## config.mk

```make
export PLATFORM = sky130hd
export DESIGN_NAME = write_buffer_flat
export DESIGN_NICKNAME = d
export VERILOG_FILES = /design/src/rtl/wbuf_pkg.sv /design/src/rtl/write_buffer_if.sv /design/src/rtl/wbuf_entry_array.sv /design/src/rtl/write_buffer.sv /design/src/flat_wrapper.sv
export SDC_FILE = /design/constraint.sdc
export NUM_CORES = 1
export LEC_CHECK = 0
export ABC_AREA = 1
export ABC_CLOCK_PERIOD_IN_PS = 8900
export CAP_MARGIN = 15
export CORE_MARGIN = 1.5
export CORE_UTILIZATION = 55
export CTS_BUF_LIST = sky130_fd_sc_hd__clkbuf_8
export CTS_CLUSTER_DIAMETER = 200
export DETAILED_ROUTE_END_ITERATION = 12
export PLACE_DENSITY = 0.77
export SYNTH_ARGS = -nofsm -noshare
export SYNTH_HDL_FRONTEND = slang
export SYNTH_HIERARCHICAL = 1
export SYNTH_SLANG_ARGS = --single-unit
export TNS_END_PERCENT = 10
```

## constraint.sdc

```tcl
create_clock -name clk -period 8.9 [get_ports clk]
set_input_delay 1.78 -clock clk [delete_from_list [all_inputs] [get_ports clk]]
set_output_delay 1.78 -clock clk [all_outputs]
set_load 0.05 [all_outputs]
```

## src/rtl/wbuf_pkg.sv

```systemverilog
// Shared types for the posted-write buffer: FSM states and the buffer entry layout.
package wbuf_pkg;

    localparam int WBUF_ADDR_W = 32;
    localparam int WBUF_DATA_W = 32;
    localparam int WBUF_DEPTH  = 4;

    typedef enum logic [1:0] {
        IDLE,
        MRD,
        MWR,
        RESP
    } wbuf_state_e;

    typedef struct packed {
        logic                   valid;
        logic [WBUF_ADDR_W-1:0] addr;
        logic [WBUF_DATA_W-1:0] data;
    } wbuf_entry_t;

endpackage

```

## src/rtl/write_buffer_if.sv

```systemverilog
// Cache-side and memory-side signals of the write buffer; slave = buffer, master = environment.
interface write_buffer_if #(
    parameter int ADDR_WIDTH = 32,
    parameter int DATA_WIDTH = 32,
    parameter int DEPTH      = 4
);
    localparam int CNT_W = $clog2(DEPTH) + 1;

    logic [ADDR_WIDTH-1:0] c_addr;
    logic                  c_rd;
    logic                  c_wr;
    logic [DATA_WIDTH-1:0] c_wdata;
    logic [DATA_WIDTH-1:0] c_rdata;
    logic                  c_ready;

    logic [ADDR_WIDTH-1:0] m_addr;
    logic                  m_rd;
    logic                  m_wr;
    logic [DATA_WIDTH-1:0] m_wdata;
    logic [DATA_WIDTH-1:0] m_rdata;
    logic                  m_ready;

    logic [CNT_W-1:0]      wb_count;
    logic                  wb_full;

    modport slave (
        input  c_addr, c_rd, c_wr, c_wdata, m_rdata, m_ready,
        output c_rdata, c_ready, m_addr, m_rd, m_wr, m_wdata, wb_count, wb_full
    );

    modport master (
        output c_addr, c_rd, c_wr, c_wdata, m_rdata, m_ready,
        input  c_rdata, c_ready, m_addr, m_rd, m_wr, m_wdata, wb_count, wb_full
    );

endinterface

```

## src/rtl/wbuf_entry_array.sv

```systemverilog
// Circular entry store for the write buffer with a youngest-first address match.
module wbuf_entry_array
    import wbuf_pkg::*;
#(
    parameter int ADDR_WIDTH = 32,
    parameter int DATA_WIDTH = 32,
    parameter int DEPTH      = 4,
    localparam int PTR_W     = $clog2(DEPTH),
    localparam int CNT_W     = PTR_W + 1
) (
    input  logic                  clk,
    input  logic                  rst,
    input  logic                  push,
    input  logic                  pop,
    input  logic                  update,
    input  logic [ADDR_WIDTH-1:0] req_addr,
    input  logic [DATA_WIDTH-1:0] wr_data,
    output logic                  hit,
    output logic [DATA_WIDTH-1:0] hit_data,
    output logic [ADDR_WIDTH-1:0] head_addr,
    output logic [DATA_WIDTH-1:0] head_data,
    output logic [CNT_W-1:0]      count,
    output logic                  full
);

    logic [DEPTH-1:0]      valid;
    logic [ADDR_WIDTH-1:0] addr_mem [DEPTH];
    logic [DATA_WIDTH-1:0] data_mem [DEPTH];
    logic [PTR_W-1:0]      wr_ptr;
    logic [PTR_W-1:0]      rd_ptr;
    logic [PTR_W-1:0]      hit_idx;

    // Scan oldest to youngest so the last match (closest to the tail) wins.
    always_comb begin
        hit     = 1'b0;
        hit_idx = rd_ptr;
        for (int k = 0; k < DEPTH; k++) begin
            if (valid[rd_ptr + PTR_W'(k)] && (addr_mem[rd_ptr + PTR_W'(k)] == req_addr)) begin
                hit     = 1'b1;
                hit_idx = rd_ptr + PTR_W'(k);
            end
        end
    end

    assign hit_data  = data_mem[hit_idx];
    assign head_addr = addr_mem[rd_ptr];
    assign head_data = data_mem[rd_ptr];
    assign full      = (count == CNT_W'(DEPTH));

    always_ff @(posedge clk or posedge rst) begin
        if (rst) begin
            valid  <= '0;
            wr_ptr <= '0;
            rd_ptr <= '0;
            count  <= '0;
        end else begin
            if (push) begin
                valid[wr_ptr] <= 1'b1;
                wr_ptr        <= wr_ptr + PTR_W'(1);
                count         <= count + CNT_W'(1);
            end
            if (pop) begin
                valid[rd_ptr] <= 1'b0;
                rd_ptr        <= rd_ptr + PTR_W'(1);
                count         <= count - CNT_W'(1);
            end
        end
    end

    // Payload storage carries no reset; the valid bits gate every use of it.
    always_ff @(posedge clk) begin
        if (push) begin
            addr_mem[wr_ptr] <= req_addr;
            data_mem[wr_ptr] <= wr_data;
        end else if (update) begin
            data_mem[hit_idx] <= wr_data;
        end
    end

endmodule

```

## src/rtl/write_buffer.sv

```systemverilog
// Posted-write buffer between a cache and backing memory with read forwarding.
// Define WBUF_COALESCE_EN to merge writes to an already-buffered address in place.
module write_buffer
    import wbuf_pkg::*;
#(
    parameter int ADDR_WIDTH = 32,
    parameter int DATA_WIDTH = 32,
    parameter int DEPTH      = 4
) (
    input  logic           clk,
    input  logic           rst,
    write_buffer_if.slave  bus
);

    localparam int CNT_W = $clog2(DEPTH) + 1;

    wbuf_state_e           state;
    logic                  push;
    logic                  pop;
    logic                  update;
    logic                  hit;
    logic                  full;
    logic                  accept_wr;
    logic [DATA_WIDTH-1:0] hit_data;
    logic [ADDR_WIDTH-1:0] head_addr;
    logic [DATA_WIDTH-1:0] head_data;
    logic [CNT_W-1:0]      count;

    wbuf_entry_array #(
        .ADDR_WIDTH (ADDR_WIDTH),
        .DATA_WIDTH (DATA_WIDTH),
        .DEPTH      (DEPTH)
    ) u_entries (
        .clk       (clk),
        .rst       (rst),
        .push      (push),
        .pop       (pop),
        .update    (update),
        .req_addr  (bus.c_addr),
        .wr_data   (bus.c_wdata),
        .hit       (hit),
        .hit_data  (hit_data),
        .head_addr (head_addr),
        .head_data (head_data),
        .count     (count),
        .full      (full)
    );

    // A simultaneous read suppresses the write; a write blocked by a full buffer falls through to a drain.
    always_comb begin
        push   = 1'b0;
        update = 1'b0;
        if ((state == IDLE) && bus.c_wr && !bus.c_rd) begin
`ifdef WBUF_COALESCE_EN
            if (hit) begin
                update = 1'b1;
            end else begin
                push = !full;
            end
`else
            push = !full;
`endif
        end
    end

    assign accept_wr    = push | update;
    assign pop          = (state == MWR) && bus.m_ready;
    assign bus.wb_count = count;
    assign bus.wb_full  = full;

    always_ff @(posedge clk or posedge rst) begin
        if (rst) begin
            state       <= IDLE;
            bus.c_rdata <= '0;
            bus.c_ready <= 1'b0;
            bus.m_addr  <= '0;
            bus.m_rd    <= 1'b0;
            bus.m_wr    <= 1'b0;
            bus.m_wdata <= '0;
        end else begin
            bus.c_ready <= 1'b0;
            case (state)
                IDLE: begin
                    if (bus.c_rd) begin
                        if (hit) begin
                            bus.c_rdata <= hit_data;
                            bus.c_ready <= 1'b1;
                            state       <= RESP;
                        end else begin
                            bus.m_addr <= bus.c_addr;
                            bus.m_rd   <= 1'b1;
                            state      <= MRD;
                        end
                    end else if (accept_wr) begin
                        bus.c_ready <= 1'b1;
                        state       <= RESP;
                    end else if (count != '0) begin
                        bus.m_addr  <= head_addr;
                        bus.m_wdata <= head_data;
                        bus.m_wr    <= 1'b1;
                        state       <= MWR;
                    end
                end
                MRD: begin
                    if (bus.m_ready) begin
                        bus.c_rdata <= bus.m_rdata;
                        bus.m_rd    <= 1'b0;
                        bus.c_ready <= 1'b1;
                        state       <= RESP;
                    end
                end
                MWR: begin
                    if (bus.m_ready) begin
                        bus.m_wr <= 1'b0;
                        state    <= IDLE;
                    end
                end
                RESP:    state <= IDLE;
                default: state <= IDLE;
            endcase
        end
    end

    rd_wr_exclusive: assert property (@(posedge clk) disable iff (rst) !(bus.c_rd && bus.c_wr));

endmodule

```

## src/flat_wrapper.sv

```systemverilog
// flat-port wrapper written by rule: the top's interface ports become plain ports
module write_buffer_flat import wbuf_pkg::*;
#(
    parameter int ADDR_WIDTH = 32,
    parameter int DATA_WIDTH = 32,
    parameter int DEPTH      = 4
)
  (clk, rst, bus_c_addr, bus_c_rd, bus_c_wr, bus_c_wdata, bus_m_rdata, bus_m_ready, bus_c_rdata, bus_c_ready, bus_m_addr, bus_m_rd, bus_m_wr, bus_m_wdata, bus_wb_count, bus_wb_full);
  write_buffer_if #(.ADDR_WIDTH(ADDR_WIDTH), .DATA_WIDTH(DATA_WIDTH), .DEPTH(DEPTH)) bus_i ();
  input  logic clk;
  input  logic rst;
  input wire logic [$bits(bus_i.c_addr)-1:0] bus_c_addr;
  input wire logic [$bits(bus_i.c_rd)-1:0] bus_c_rd;
  input wire logic [$bits(bus_i.c_wr)-1:0] bus_c_wr;
  input wire logic [$bits(bus_i.c_wdata)-1:0] bus_c_wdata;
  input wire logic [$bits(bus_i.m_rdata)-1:0] bus_m_rdata;
  input wire logic [$bits(bus_i.m_ready)-1:0] bus_m_ready;
  output wire logic [$bits(bus_i.c_rdata)-1:0] bus_c_rdata;
  output wire logic [$bits(bus_i.c_ready)-1:0] bus_c_ready;
  output wire logic [$bits(bus_i.m_addr)-1:0] bus_m_addr;
  output wire logic [$bits(bus_i.m_rd)-1:0] bus_m_rd;
  output wire logic [$bits(bus_i.m_wr)-1:0] bus_m_wr;
  output wire logic [$bits(bus_i.m_wdata)-1:0] bus_m_wdata;
  output wire logic [$bits(bus_i.wb_count)-1:0] bus_wb_count;
  output wire logic [$bits(bus_i.wb_full)-1:0] bus_wb_full;
  assign bus_i.c_addr = bus_c_addr;
  assign bus_i.c_rd = bus_c_rd;
  assign bus_i.c_wr = bus_c_wr;
  assign bus_i.c_wdata = bus_c_wdata;
  assign bus_i.m_rdata = bus_m_rdata;
  assign bus_i.m_ready = bus_m_ready;
  assign bus_c_rdata = bus_i.c_rdata;
  assign bus_c_ready = bus_i.c_ready;
  assign bus_m_addr = bus_i.m_addr;
  assign bus_m_rd = bus_i.m_rd;
  assign bus_m_wr = bus_i.m_wr;
  assign bus_m_wdata = bus_i.m_wdata;
  assign bus_wb_count = bus_i.wb_count;
  assign bus_wb_full = bus_i.wb_full;
  write_buffer #(.ADDR_WIDTH(ADDR_WIDTH), .DATA_WIDTH(DATA_WIDTH), .DEPTH(DEPTH)) u_core (.clk(clk), .rst(rst), .bus(bus_i));
endmodule
```

After elaboration in Yosys (flattened, before gate mapping)

Memories as Yosys holds them, arrays and structs flattened. A register that Yosys moved wholly into a read port is not among the register bits.
Cells that the tools add are included.

Register bits: 80
Bits in writable memories: 256
Input bits: 101
Word-level logic and storage cells: 125
Memories: 2

Memory list:

| name                      | words | bits a word | read ports | clocked after memory_dff | wr ports | line                   | source |
|---|---|---|---|---|---|---|---|
| u_core.u_entries.addr_mem | 4     | 32          | 4          | 0                        | 1        | wbuf_entry_array.sv:27 | `logic [ADDR_WIDTH-1:0] addr_mem [DEPTH];` |
| u_core.u_entries.data_mem | 4     | 32          | 2          | 1                        | 1        | wbuf_entry_array.sv:28 | `logic [DATA_WIDTH-1:0] data_mem [DEPTH];` |

Add/subtract/negate cells: 6
$lt $le $gt $ge: 7
Equality and inequality tests: 19
Multiplexer cells: 53
Bitwise logic cells: 5
Reductions and logical operators: 23

Operators with widths:

| operator            | number |
|---|---|
| $mux 32             | 7 |
| $eq 32x32->1        | 4 |
| $pmux 32 s2         | 1 |
| $mux 1              | 22 |
| $mux 2              | 9 |
| $ne 2x2->1 const B  | 9 |
| $reduce_and 4->1    | 4 |
| $lt 2x3->1 const B  | 5 |
| $logic_and 1x1->1   | 9 |
| $bmux 1 s2          | 4 |
| $mux 4              | 2 |
| $pmux 2 s4          | 1 |
| $reduce_bool 2->1   | 4 |
| $mux 3              | 2 |
| $pmux 1 s2          | 3 |
| $reduce_and 5->1    | 1 |
| $add 2x1->2 const B | 2 |
| $add 2x2->2 const B | 2 |
| $and 4x4->4         | 1 |
| $demux 1 s2         | 2 |
| $eq 2x2->1 const B  | 2 |
| $ge 2x1->1 const B  | 2 |
| $ne 4x3->1 const B  | 1 |
| $not 4->4           | 1 |
| 11 further kinds    | 13 |

Longest topological paths before layout

An unclocked memory read counts as a cell.

Depth in word-level cells: 11
Gate-level depth with buffers: 36
Mapped depth without buffers: 24

Modules after synthesis

The synthesis kept the hierarchy.

Modules (own cells, without submodules):

| module           | times used | cells an instance | area an instance (sq um) | sequential area each (sq um) |
|---|---|---|---|---|
| wbuf_entry_array | 1          | 2,169             | 16,768.6                 | 7,962.6 |
| write_buffer     | 1          | 637               | 4,855.9                  | 2,527.4 |

Worst setup path before layout

No wires, ideal clock.

Path kind: input -> register
Start point: in bus_c_wr
End point: mem u_core.u_entries.data_mem[0][0] (enable)
Arrival time: 4,254 ps
Setup slack: 4,224 ps
Stages: 9
Path buffers: 1
Cells stage by stage: inv_1 -> nor2_1 -> nand3_1 -> inv_1 -> clkbuf_1 -> inv_1 -> nor2_1 -> a21oi_1 -> nor2_1

Longest elaborated chain between the ends: 5

Ends and longest elaborated chain:

| element                        | line                   | source |
|---|---|---|
| from (decl)                    | flat_wrapper.sv:14     | `input wire logic [$bits(bus_i.c_wr)-1:0] bus_c_wr;` |
| $logic_and 1x1->1 (2 in a row) | write_buffer.sv:53     | `if ((state == IDLE) && bus.c_wr && !bus.c_rd) begin` |
| $mux 1                         | write_buffer.sv:53     |  |
| via u_core.accept_wr           | write_buffer.sv:23     | `logic accept_wr;` |
| $mux 1                         | wbuf_entry_array.sv:72 | `if (push) begin` |
| $mux 1 (implied by the code)   | wbuf_entry_array.sv:74 | `data_mem[wr_ptr] <= wr_data;` |
| to (decl)                      | wbuf_entry_array.sv:28 |  |

The timed path passes the listed nets, and every way through them passes these cells.

Worst setup path in the final report

Start point: reg u_core.u_entries.rd_ptr[0]
End point: reg u_core.bus.c_rdata[13]

Longest elaborated chain between the ends: 11

Ends and longest elaborated chain:

| element                                           | line                                           | source |
|---|---|---|
| from (decl)                                       | wbuf_entry_array.sv:30                         | `logic [PTR_W-1:0] rd_ptr;` |
| from (signal assigned)                            | wbuf_entry_array.sv:64                         | `rd_ptr <= rd_ptr + PTR_W'(1);` |
| $add 2x1->2                                       | wbuf_entry_array.sv:38, wbuf_entry_array.sv:40 |  |
| $mem_v2 4x32 / $bmux 1 s2 (equally long branches) | -                                              |  |
| $eq 32x32->1 / $mux 1 (equally long branches)     | wbuf_entry_array.sv:38                         | `if (valid[rd_ptr + PTR_W'(k)] && (addr_mem[rd_ptr + PTR_W'(k)] == req_addr)) begin` |
| $logic_and 1x1->1                                 | wbuf_entry_array.sv:38                         |  |
| $mux 2 (2 in a row)                               | wbuf_entry_array.sv:38                         |  |
| $mux 2 *                                          | wbuf_entry_array.sv:38                         |  |
| $mem_v2 4x32 *                                    | -                                              |  |
| via u_core.hit_data[13]                           | write_buffer.sv:24                             | `logic [DATA_WIDTH-1:0] hit_data;` |
| $mux 32 *                                         | write_buffer.sv:85                             | `if (hit) begin` |
| $mux 32 *                                         | write_buffer.sv:84                             | `if (bus.c_rd) begin` |
| $pmux 32 s2 *                                     | write_buffer.sv:82                             | `case (state)` |
| to (signal assigned)                              | write_buffer.sv:86                             | `bus.c_rdata <= hit_data;` |
| to (signal assigned)                              | write_buffer.sv:106                            | `bus.c_rdata <= bus.m_rdata;` |
| to (decl)                                         | write_buffer_if.sv:28                          | `output c_rdata, c_ready, m_addr, m_rd, m_wr, m_wdata, wb_count, wb_full` |

The timed path passes the listed nets; every way through them passes the cells marked *. The select of a mux whose other input is x is not followed.
A chain may end at the register's enable or synchronous reset.

==> key figures <==
Clock network
  – Htree depth: 2
  – Root Driver: clkbuf_8
  – Num CTS Buffers: 60
  – Clock Sink Count: 368
  – CTS Buffer Depth: 3
  – # hold bufs at CTS: 0
  – TritonCTS clock tree: built
  – Clock-pin slew on the worst setup and hold paths: 60 ps
  – Post-CTS Setup Inserts: 0
  – Post_cts resized: 0
  – Worst skew pair latency: 700 ps

Global route
  – Largest net degree at the start of global routing: 89
  – Total grt overflow: 0
  – Initial antenna violation count: 2
  – Total GRT Usage: 37.5%
  – First-pass GRT wire length: 116,000 µm
  – Vias in the first global route: 19,500

Routing
  – Post-Route WL: 76,700 µm
  – Via count: 20,900
  – Mean routed wirelength per cell: 21.8 µm
  – DR vias/cell: 5.94
  – Final ANT Viol Nets: 0
  – # DRC: 0
  – First DRT Iteration DRCs: 2,833
  – Initial DRT Pass Iterations: 6

Floorplan
  – Core Region: 0.0387 mm²
  – Initial Utilization: 55.8%
  – FP Rows: 72
  – Ports: 204
  – Die width: 201 µm
  – Die area: 0.0405 mm²
  – Chip height: 201 µm

Timing
  – Final setup viols: 0
  – Clk_skew: 50.7 ps
  – Final hold vios: 0
  – Setup slack after layout: 2640 ps
  – Setup TNS: 0 ps
  – Fin crit share: 70.4%
  – RSZ-0062 raised after global routing: no
  – Actual slew at the worst max-slew pin: 1150 ps
  – Tmin final: 6260 ps
  – Normalized max-slew margin: 22.9%
  – Peak Freq: 0.160 GHz
  – Max-slew violations: 0

Hold path
  – Hold worst-path end: u_core/bus.m_wdata[11]
  – Hold Path Origin: u_core/bus.m_wdata[11]
  – Worst hold path cell count: 2
  – Worst Hold Class: register to register

Pwr
  – P_leak: 11.4 nW
  – Maximum VDD drop: 0.000307 V
  – Power Total: 10.2 mW
  – Power Dens Cells: 411 mW/mm²

Synth
  – Share of the synthesized area in the top cell type: 35.5%
  – Main synth FF type: edfxtp_1
  – Synth cell types: 46
  – Mapped cell area: 0.0216 mm²
  – Post-synthesis register bit count: 368
  – Post-synthesis sequential area ratio: 48.5%
  – Synth top area cells: edfxtp_1 36%, nand2_1 19%, dfrtp_1 13%, nand3_1 11%, o21ai_0 3.4%
  – Area leader, netlist: edfxtp_1
  – Synth Warn #: 6
  – Number of synthesized flops with an enable pin: 256
  – Post-Synthesis Cells: 2,806
  – Post-synth ARST share: 30.4%
  – Syn Area/Cell: 7.71 µm²
  – Post-synthesis net count: 2,916

Critical path
  – Required @ worst endpoint: 9490 ps
  – Worst Path Arrival: 6850 ps
  – Worst Setup Start Kind: register
  – Crit Path Max Fanout: 86
  – RR Endpoint: u_core/bus.c_rdata[13]
  – Top cell by count, worst path: nand2_1
  – Worst reg2reg setup slack: 2640 ps
  – CP peak stage delay: 850 ps
  – Worst setup EP type: register
  – Worst reg-to-reg path cell count: 23
  – RR Startpoint: u_core/u_entries/rd_ptr[0]
  – Critical path, cell by cell: inv_6, ha_2, inv_2, buf_4, nand3_1, nand2_1, xor2_1, nand2_1, nor2_1, nand2_1, nor2_1, nand3_2, nand2_2, nand2_4, nand2_4, nand2_2, nand2_1, nand2_1, nand2_1, inv_1, nand2_1, o21ai_1, o21ai_1
  – Slowest CP cell: nand2_4
  – Setup CP Type: register to register

Flow run
  – Max_cap viols: 0

Finish
  – NumNets Final: 3,058
  – Area delta synth->final: 15.0%
  – Register area: 0.0105 mm²
  – Area occupied by multi-input gates: 0.00957 mm²
  – Post-route cell area: 0.0249 mm²
  – Fillers: 3,290
  – Share of post-route cells with drive strength above 1: 5.47%

Placed design
  – Pre-CTS setup slack: 2860 ps
  – PortBufs: 203
  – Placer Congestion: 1.03
  – Placed cell area: 0.0236 mm²
  – DP HPWL: 53,600 µm

Outcome
  – Status: finished, final reports clean
synth_stat cells (9+ instances only):
library cell / count
a21oi_1: 38
nand3b_1: 35
o22ai_1: 11
edfxtp_1: 256
buf_6: 21
dfrtp_1: 112
nor2_1: 138
o21ai_1: 60
buf_2: 59
nand2_2: 20
buf_4: 23
buf_1: 9
clkbuf_1: 32
nand3_1: 469
o21ai_0: 148
inv_1: 165
nor3_1: 10
xor2_1: 21
nand4_1: 25
nand2_1: 1089
how the worst max path moves through the flow:
| stage | slack (ps) | to | startpoint |
|---|---|---|---|
| 6_report | 2640 | u_core/bus.c_rdata[13] | u_core/u_entries/rd_ptr[0] |
| 5_1_grt | 2170 | u_core/bus.c_rdata[11] | u_core/u_entries/rd_ptr[0] |
| 4_1_cts | 2800 | u_core/bus.c_rdata[13] | u_core/u_entries/rd_ptr[0] |
| 3_5_place_dp | 2860 | u_core/bus.c_rdata[13] | u_core/u_entries/rd_ptr[0] |
| 3_3_place_gp | 2950 | u_core/bus.c_rdata[13] | u_core/u_entries/rd_ptr[0] |
| 2_1_floorplan | 4220 | u_core/u_entries/data_mem[0][0] | bus_c_wr |
cells by family (layout without fill, tap and decap cells):
logic type      count (synthesis)  in the layout  synth area share, %
simple gates                 1810           1810                 35.9
fa+ha+maj                       9              9                0.555
other cells                     1              3               0.0173
compound gates                275            275                 6.67
xor+xnor                       21             21                0.851
buf+inv                       320            513                 7.43
mux                             2              2               0.0926
flops                         368            368                 48.5
routing by layer:
metal	up-vias	routed length (µm)	track usage [%]
li1	9642	-	-
met1	9754	31900	54.6
met2	1349	33600	56.5
met3	151	9200	8.20
met4	0	2030	11.0
met5	-	0	0
sequential cells by signal, indices dropped and copies added (netlist names):
register and count:
u_core/bus.c_ready 1, u_core/u_entries/count 3, u_core/u_entries/data_mem 128, u_core/u_entries/valid 4, u_core/state 2, u_core/u_entries/wr_ptr 2
u_core/bus.m_wdata 32, u_core/u_entries/addr_mem 128, u_core/u_entries/rd_ptr 2, u_core/bus.m_rd 1, u_core/bus.c_rdata 32, u_core/bus.m_addr 32
u_core/bus.m_wr 1
report_power, final:
part | switching (mW) | internal [mW] | leakage, nW
registers | 0.269 | 2.26 | 3.73
logic | 4.48 | 1.68 | 6.97
clock network | 0.709 | 0.821 | 0.705
critical path: cells and delay by family, from the launching register on:
kind / cells / cell delay (ps)
fa+ha+maj: 1 / 410
buf+inv: 4 / 1540
simple gates: 15 / 2750
flops: 1 / 670
xor+xnor: 1 / 460
compound gates: 2 / 220
cells in the final DEF, fill, tap and decap left out, drive strengths merged, types with 11 or more instances in the layout:
cell type	Yosys	final
nand4	25	25
nor2	142	142
clkbuf	32	66
o21ai	209	209
edfxtp	256	256
inv	170	193
a21oi	38	38
o22ai	11	11
dfrtp	112	112
nand3b	35	35
xor2	21	21
clkinv	0	17
nand2	1113	1113
clkdlybuf4s50	0	203
nand3	476	476
buf	118	26
nor3	11	11
through the flow:
step | utilization (%) | hold WS, ps | cells
CTS | 64.1 | 472 | 3515
global route | 64.2 | 486 | 3519
global placement | 60.9 | 454 | 3402
finish | 64.2 | 474 | 3519
floorplan | - | 469 | 2806
detailed placement | 60.9 | 459 | 3402
layout make-up:
class	instances	area share [%]
Timing Repair Buffer	230	9.07
Sequential cell	368	42.2
Tap cell	518	2.61
Multi-Input combinational cell	2118	38.5
Inverter	170	2.62
Antenna cell	2	0.0201
Clock buffer	65	3.60
Clock inverter	48	1.40
(Power assumes the default switching activity.)
